[config.mk]
export PLATFORM = sky130hd
export DESIGN_NAME = cmd_decoder
export DESIGN_NICKNAME = d
export VERILOG_FILES = /design/src/rtl/cmd_pkg.sv /design/src/rtl/btn_debounce.sv /design/src/rtl/cmd_decoder.sv
export SDC_FILE = /design/constraint.sdc
export NUM_CORES = 1
export LEC_CHECK = 0
export CAP_MARGIN = 20
export CELL_PAD_IN_SITES_DETAIL_PLACEMENT = 0
export CELL_PAD_IN_SITES_GLOBAL_PLACEMENT = 1
export CORE_MARGIN = 2
export CORE_UTILIZATION = 35
export CTS_BUF_LIST = sky130_fd_sc_hd__clkbuf_4 sky130_fd_sc_hd__clkbuf_8 sky130_fd_sc_hd__clkbuf_16
export DETAILED_ROUTE_END_ITERATION = 8
export PLACE_DENSITY = 0.64
export SYNTH_ARGS = -nofsm -noshare
export SYNTH_HDL_FRONTEND = slang
export SYNTH_SLANG_ARGS = --single-unit
[constraint.sdc]
create_clock -name clk -period 3.4 [get_ports clk]
set_clock_uncertainty 0.2 [all_clocks]
set_input_delay 0.68 -clock clk [delete_from_list [all_inputs] [get_ports clk]]
set_output_delay 0.68 -clock clk [all_outputs]
set_load 0.01 [all_outputs]
[src/rtl/cmd_pkg.sv]
// Shared types and constants for the keypad command decoder.
package cmd_pkg;

  typedef enum logic [1:0] {
    IDLE   = 2'd0,
    ACTIVE = 2'd1,
    ERROR  = 2'd2
  } cmdState_t;

  localparam int MODE_REJECT   = 0;
  localparam int MODE_PRIORITY = 1;

endpackage

[src/rtl/btn_debounce.sv]
// One button channel: two-flop synchroniser followed by a stability counter.
// The debounced level flips only after the synchronised level has disagreed
// with it on DEBOUNCE+1 consecutive edges, so shorter glitches never reach it.
module btn_debounce #(
  parameter int DEBOUNCE = 4
) (
  input  logic clk,
  input  logic rst,
  input  logic btnRaw,
  output logic deb
);

  localparam int CW = $clog2(DEBOUNCE + 1);

  logic          syncA;
  logic          syncB;
  logic [CW-1:0] count;

  // Bring the asynchronous button level into the clock domain.
  always_ff @(posedge clk or posedge rst) begin
    if (rst) begin
      syncA <= 1'b0;
      syncB <= 1'b0;
    end else begin
      syncA <= btnRaw;
      syncB <= syncA;
    end
  end

  // Count disagreeing cycles; any agreement restarts the count from zero.
  always_ff @(posedge clk or posedge rst) begin
    if (rst) begin
      count <= '0;
      deb   <= 1'b0;
    end else if (syncB == deb) begin
      count <= '0;
    end else if (count == CW'(DEBOUNCE)) begin
      deb   <= syncB;
      count <= '0;
    end else begin
      count <= count + CW'(1);
    end
  end

endmodule

[src/rtl/cmd_decoder.sv]
// Debounced one-hot keypad command decoder: one pulse per press, multi-key
// presses either rejected with an error or resolved by lowest index.
module cmd_decoder
  import cmd_pkg::*;
#(
  parameter int CH       = 4,
  parameter int DEBOUNCE = 4,
  parameter int MODE     = MODE_REJECT
) (
  input  logic                  clk,
  input  logic                  rst,
  input  logic [CH-1:0]         btn_in,
  input  logic                  err_clr,
  output logic                  cmd_valid,
  output logic [CH-1:0]         cmd_onehot,
  output logic [$clog2(CH)-1:0] cmd_code,
  output logic                  err,
  output logic                  err_flag,
  output logic                  busy
);

  localparam int CW = $clog2(CH);
  localparam int PW = $clog2(CH + 1);

  logic [CH-1:0] deb;
  logic [PW-1:0] popCount;
  logic [CW-1:0] lowIdx;
  logic [CH-1:0] lowHot;
  logic [CH-1:0] ownerMask;
  logic [CH-1:0] ownerNext;

  cmdState_t     state;
  cmdState_t     nextState;
  logic          validNext;
  logic [CH-1:0] hotNext;
  logic [CW-1:0] codeNext;
  logic          errNext;

  for (genvar g = 0; g < CH; g++) begin : gChannel
    btn_debounce #(.DEBOUNCE(DEBOUNCE)) uDebounce (
      .clk    (clk),
      .rst    (rst),
      .btnRaw (btn_in[g]),
      .deb    (deb[g])
    );
  end

  // Count pressed keys and find the lowest pressed index (and its one-hot).
  always_comb begin
    popCount = '0;
    lowIdx   = '0;
    lowHot   = '0;
    for (int i = 0; i < CH; i++) begin
      popCount = popCount + PW'(deb[i]);
    end
    for (int i = CH - 1; i >= 0; i--) begin
      if (deb[i]) begin
        lowIdx    = CW'(i);
        lowHot    = '0;
        lowHot[i] = 1'b1;
      end
    end
  end

  // Next state and next registered outputs of the press-handling FSM.
  always_comb begin
    nextState = state;
    validNext = 1'b0;
    hotNext   = '0;
    codeNext  = '0;
    errNext   = 1'b0;
    ownerNext = ownerMask;
    unique case (state)
      IDLE: begin
        if (popCount == PW'(1) || (popCount > PW'(1) && MODE == MODE_PRIORITY)) begin
          validNext = 1'b1;
          hotNext   = lowHot;
          codeNext  = lowIdx;
          ownerNext = lowHot;
          nextState = ACTIVE;
        end else if (popCount > PW'(1)) begin
          errNext   = 1'b1;
          nextState = ERROR;
        end
      end
      ACTIVE: begin
        if (popCount == '0) begin
          nextState = IDLE;
        end else if (MODE == MODE_REJECT && (deb & ~ownerMask) != '0) begin
          errNext   = 1'b1;
          nextState = ERROR;
        end
      end
      ERROR: begin
        if (popCount == '0) begin
          nextState = IDLE;
        end
      end
      default: nextState = IDLE;
    endcase
  end

  // State and output registers; the sticky flag keeps priority over a clear
  // in both the cycle an error is detected and the cycle its pulse is visible.
  always_ff @(posedge clk or posedge rst) begin
    if (rst) begin
      state      <= IDLE;
      ownerMask  <= '0;
      cmd_valid  <= 1'b0;
      cmd_onehot <= '0;
      cmd_code   <= '0;
      err        <= 1'b0;
      err_flag   <= 1'b0;
      busy       <= 1'b0;
    end else begin
      state      <= nextState;
      ownerMask  <= ownerNext;
      cmd_valid  <= validNext;
      cmd_onehot <= hotNext;
      cmd_code   <= codeNext;
      err        <= errNext;
      err_flag   <= errNext | err | (err_flag & ~err_clr);
      busy       <= (nextState != IDLE);
    end
  end

endmodule

==> impl.org <==
** Outcome
- Run status :: completed

** Die
- In this run the count of I/O pins placed on the die edge is 17.
- From left edge to right edge, the die measures 74.6 um.
- The die covers 5570 um2.
- Vertical die dimension :: 74.6 um
- Core Area :: 4750 um2
- Standard-cell row count :: 25
- Initial core utilization :: 0.367

** Synth
- Summed over all instances, the cell type with the most area after synthesis is sky130_fd_sc_hd__dfrtp_1.
- Of the post-synthesis cell area, the dominant cell type holds 0.573.
- Top cells by area, synth :: sky130_fd_sc_hd__dfrtp_1 57%, sky130_fd_sc_hd__ha_1 9.3%, sky130_fd_sc_hd__inv_1 4.3%
- Asr flop ratio synth :: 1.00
- Proportion of synthesized chip area in sequential cells :: 0.573
- Cell count after synthesis :: 140
- Total of flip-flops plus latches after synthesis :: 40
- In this run, synthesis inferred 0 flip-flops with an integrated enable.
- Averaged over all synthesized cells, the footprint is 12.5 um2.
- For this run, the number of Yosys warnings is 0.
- The cell area that synthesis handed to floorplanning was 1750 um2.
- After synthesis, the netlist uses 35 different library cells.
- Main synth FF type :: sky130_fd_sc_hd__dfrtp_1
- When the netlist entered floorplanning its net count stood at 161.

** Clock network
- # resized after CTS :: 0
- CTS buffer count :: 5
- Maximum level of the CTS H-tree :: 2
- TritonCTS built the clock tree.
- The clock drives 40 sinks.
- Later-pin clock latency in the skew report :: 0.29 ns
- No sink is reached through more buffers than the 2 on the longest clock path.
- Buffers added to address setup during post-CTS repair amount to 0.
- CTS placed an instance of sky130_fd_sc_hd__clkbuf_8 at the clock tree root.
- Clock transition at path regs :: 0.07 ns
- Hold-fix buffer count after cts :: 0

** Drt
- DRT Pass-1 Iters :: 2
- Routed vias/inst :: 4.40
- Count of unresolved DRC violations after routing :: 0
- Initial DRC Count :: 22
- Across all layers, the routed design uses 1020 vias.
- In this run the remaining antenna-violating nets after routing total 0.
- Dividing the detail-routed wire length by the instance count gives 11.6 um.
- WL final :: 2700 um

** STA
- Final number of setup-violating endpoints :: 0
- Measured slew at the worst slew-check pin :: 0.494 ns
- The hold violation count in the final report was 0.
- Final max-slew violation count :: 0
- Adding up every negative setup slack in the final design gives 0 ns.
- Based on the critical path, the design can be clocked at up to 0.373 GHz.
- Final critical-path share of the clock period :: 0.789
- Worst relative slew slack :: 0.671
- Final min period :: 2.68 ns
- Setup repair after global routing left no endpoint under its margin.

** Finish
- 0 antenna diodes ended up in the layout.
- Number of nets at the end of the flow :: 185
- Final core occ :: 0.444
- In the final layout, the share of cells above drive strength 1 is 0.139.
- Growth of design area from synthesis to finish :: 20.8%

** Worst setup path
- Worst reg2reg path endpoint :: ownerMask[0]$_DFFE_PP0P_
- The critical path is of the register to register type.
- In this run the worst path has a maximum fanout of 10.
- For the worst flop-to-flop path, the logic depth is 9.
- At the worst endpoint, the required time is 3.38 ns.
- Critical path arrival :: 2.66 ns
- The setup check on the worst reg-to-reg path leaves a slack of 0.72 ns.
- STA classifies the critical path endpoint as a register.
- Startpoint types :: register
- Launch point of the worst reg-to-reg path :: gChannel[0].uDebounce.deb$_DFFE_PP0P_

** Hold path
- The worst hold path was traced through 0 stages.
- The worst hold path terminates at gChannel[2].uDebounce.syncB$_DFF_PP0_.
- The startpoint identified for the worst hold timing path is gChannel[2].uDebounce.syncA$_DFF_PP0_.
- Worst min-delay path class :: register to register

** Placement
- Final estimated routing congestion in global placement :: 0.787
- After legalization and detailed placement, the total HPWL measured 1990 um.
- Count of input and output buffers :: 16

** Global route
- Wire length of the first global-routing pass :: 4730 um
- Initial antenna violation count :: 0
- Vias in the first global route :: 1041
- Total Routing Usage GR :: 0.117
- Pin count of the biggest net entering global routing :: 41
- Total grt overflow :: 0

** Power and ir drop
- Peak VDD IR :: 481 uV
- Leak :: 0.989 nW
- Power density relative to cell area :: 949 nW/um2

** Run
- Max-cap violation count :: 0
==> how the worst max path moves through the flow <==
stage / slack (ns) / endpoint / cells after the start / start
finish: 0.72 / ownerMask[0]$_DFFE_PP0P_ / 9 / gChannel[0].uDebounce.deb$_DFFE_PP0P_
global route: 0.56 / ownerMask[0]$_DFFE_PP0P_ / 9 / gChannel[0].uDebounce.deb$_DFFE_PP0P_
CTS: 0.71 / ownerMask[0]$_DFFE_PP0P_ / 9 / gChannel[0].uDebounce.deb$_DFFE_PP0P_
detailed placement: 0.72 / ownerMask[0]$_DFFE_PP0P_ / 9 / gChannel[0].uDebounce.deb$_DFFE_PP0P_
global placement: 0.81 / ownerMask[0]$_DFFE_PP0P_ / 9 / gChannel[0].uDebounce.deb$_DFFE_PP0P_
floorplan: 0.91 / ownerMask[0]$_DFFE_PP0P_ / 9 / gChannel[0].uDebounce.deb$_DFFE_PP0P_
==> kinds of logic after synthesis <==
| family | count (synthesis) | share of synthesized area |
|---|---|---|
| AO/OA/AOI/OAI | 15 | 0.0673 |
| XOR/XNOR | 5 | 0.0251 |
| flip-flops | 40 | 0.573 |
| adder cells (fa/ha/maj) | 14 | 0.105 |
| AND/OR/NAND/NOR | 37 | 0.130 |
| multiplexers | 8 | 0.0544 |
| buffers and inverters | 21 | 0.0451 |
==> area by class of cell <==
cell class,instances,area (um2)
fill,466,2650
sequential,40,1000
multi-input combinational,79,667
timing repair buffer,17,168
tap,67,83.8
inverter,21,78.8
clock buffer,6,76.3
clock inverter,2,35.0
==> registers in the layout, indices dropped and copies added, names as in the netlist, 2 cells and up <==
name and count:
gChannel.uDebounce.syncB 4, cmd_code 2, gChannel.uDebounce.deb 4, ownerMask 4
cmd_onehot 4, state 2, gChannel.uDebounce.syncA 4, gChannel.uDebounce.count 12
==> through the flow <==
| stage | instances | worst slack [ns] | instance area, um2 | power, mW | hold WS (ns) |
|---|---|---|---|---|---|
| 6_report | 232 | 0.718 | 2110 | 2.00 | 0.151 |
| 5_1_grt | 232 | 0.557 | 2110 | 2.18 | 0.170 |
| 4_1_cts | 232 | 0.705 | 2110 | 2.03 | 0.153 |
| 3_5_place_dp | 224 | 0.723 | 2000 | 1.64 | 0.135 |
| 3_3_place_gp | 224 | 0.812 | 2000 | 1.60 | 0.135 |
| 2_1_floorplan | 140 | 0.912 | 1750 | 1.39 | 0.131 |
==> Yosys cell counts (2+ instances only) <==
cell and count:
sky130_fd_sc_hd__dfrtp_1 40, sky130_fd_sc_hd__nor3_1 3, sky130_fd_sc_hd__nor2_1 9, sky130_fd_sc_hd__nor3b_1 5, sky130_fd_sc_hd__nand2b_1 3, sky130_fd_sc_hd__xnor2_1 4, sky130_fd_sc_hd__nand2_1 5, sky130_fd_sc_hd__o21ai_1 2
sky130_fd_sc_hd__mux2_4 2, sky130_fd_sc_hd__a21oi_1 3, sky130_fd_sc_hd__inv_1 20, sky130_fd_sc_hd__nor2b_1 4, sky130_fd_sc_hd__nor2_4 2, sky130_fd_sc_hd__mux2i_1 2, sky130_fd_sc_hd__ha_1 13, sky130_fd_sc_hd__mux2_2 4
==> critical path, cell delays in order (launching register included) <==
cell	delay (ns)
sky130_fd_sc_hd__dfrtp_1	0.48
sky130_fd_sc_hd__inv_1	0.13
sky130_fd_sc_hd__fa_1	0.54
sky130_fd_sc_hd__inv_1	0.04
sky130_fd_sc_hd__ha_1	0.19
sky130_fd_sc_hd__inv_1	0.08
sky130_fd_sc_hd__ha_1	0.27
sky130_fd_sc_hd__nor2_4	0.14
sky130_fd_sc_hd__nand3_4	0.16
sky130_fd_sc_hd__mux2_4	0.34
==> layout by cell type, fill, tap and decap left out, types with 2 or more instances in the layout <==
master / n
sky130_fd_sc_hd__clkdlybuf4s50_1: 16
sky130_fd_sc_hd__inv_1: 20
sky130_fd_sc_hd__nor2b_1: 4
sky130_fd_sc_hd__dfrtp_1: 40
sky130_fd_sc_hd__clkbuf_8: 5
sky130_fd_sc_hd__nor3_1: 3
sky130_fd_sc_hd__mux2i_1: 2
sky130_fd_sc_hd__mux2_4: 2
sky130_fd_sc_hd__xnor2_1: 4
sky130_fd_sc_hd__ha_1: 13
sky130_fd_sc_hd__nor3b_1: 5
sky130_fd_sc_hd__nand2_1: 5
sky130_fd_sc_hd__nor2_1: 9
sky130_fd_sc_hd__a21oi_1: 3
sky130_fd_sc_hd__mux2_2: 4
sky130_fd_sc_hd__nor2_4: 2
sky130_fd_sc_hd__o21ai_1: 2
sky130_fd_sc_hd__nand2b_1: 3
==> power by group <==
group,total (mW),switching (mW),internal (mW)
clock network,0.387,0.161,0.226
registers,0.748,0.120,0.628
logic,0.867,0.441,0.426
==> layer usage <==
layer | GRT usage | routed length [um] | vias up
li1 | - | - | 507
met1 | 0.138 | 1220 | 497
met2 | 0.195 | 1350 | 11
met3 | 0.0442 | 84 | 5
met4 | 0.0417 | 42 | 0
met5 | 0 | 0 | -
Power figures use the tool's default switching activity.
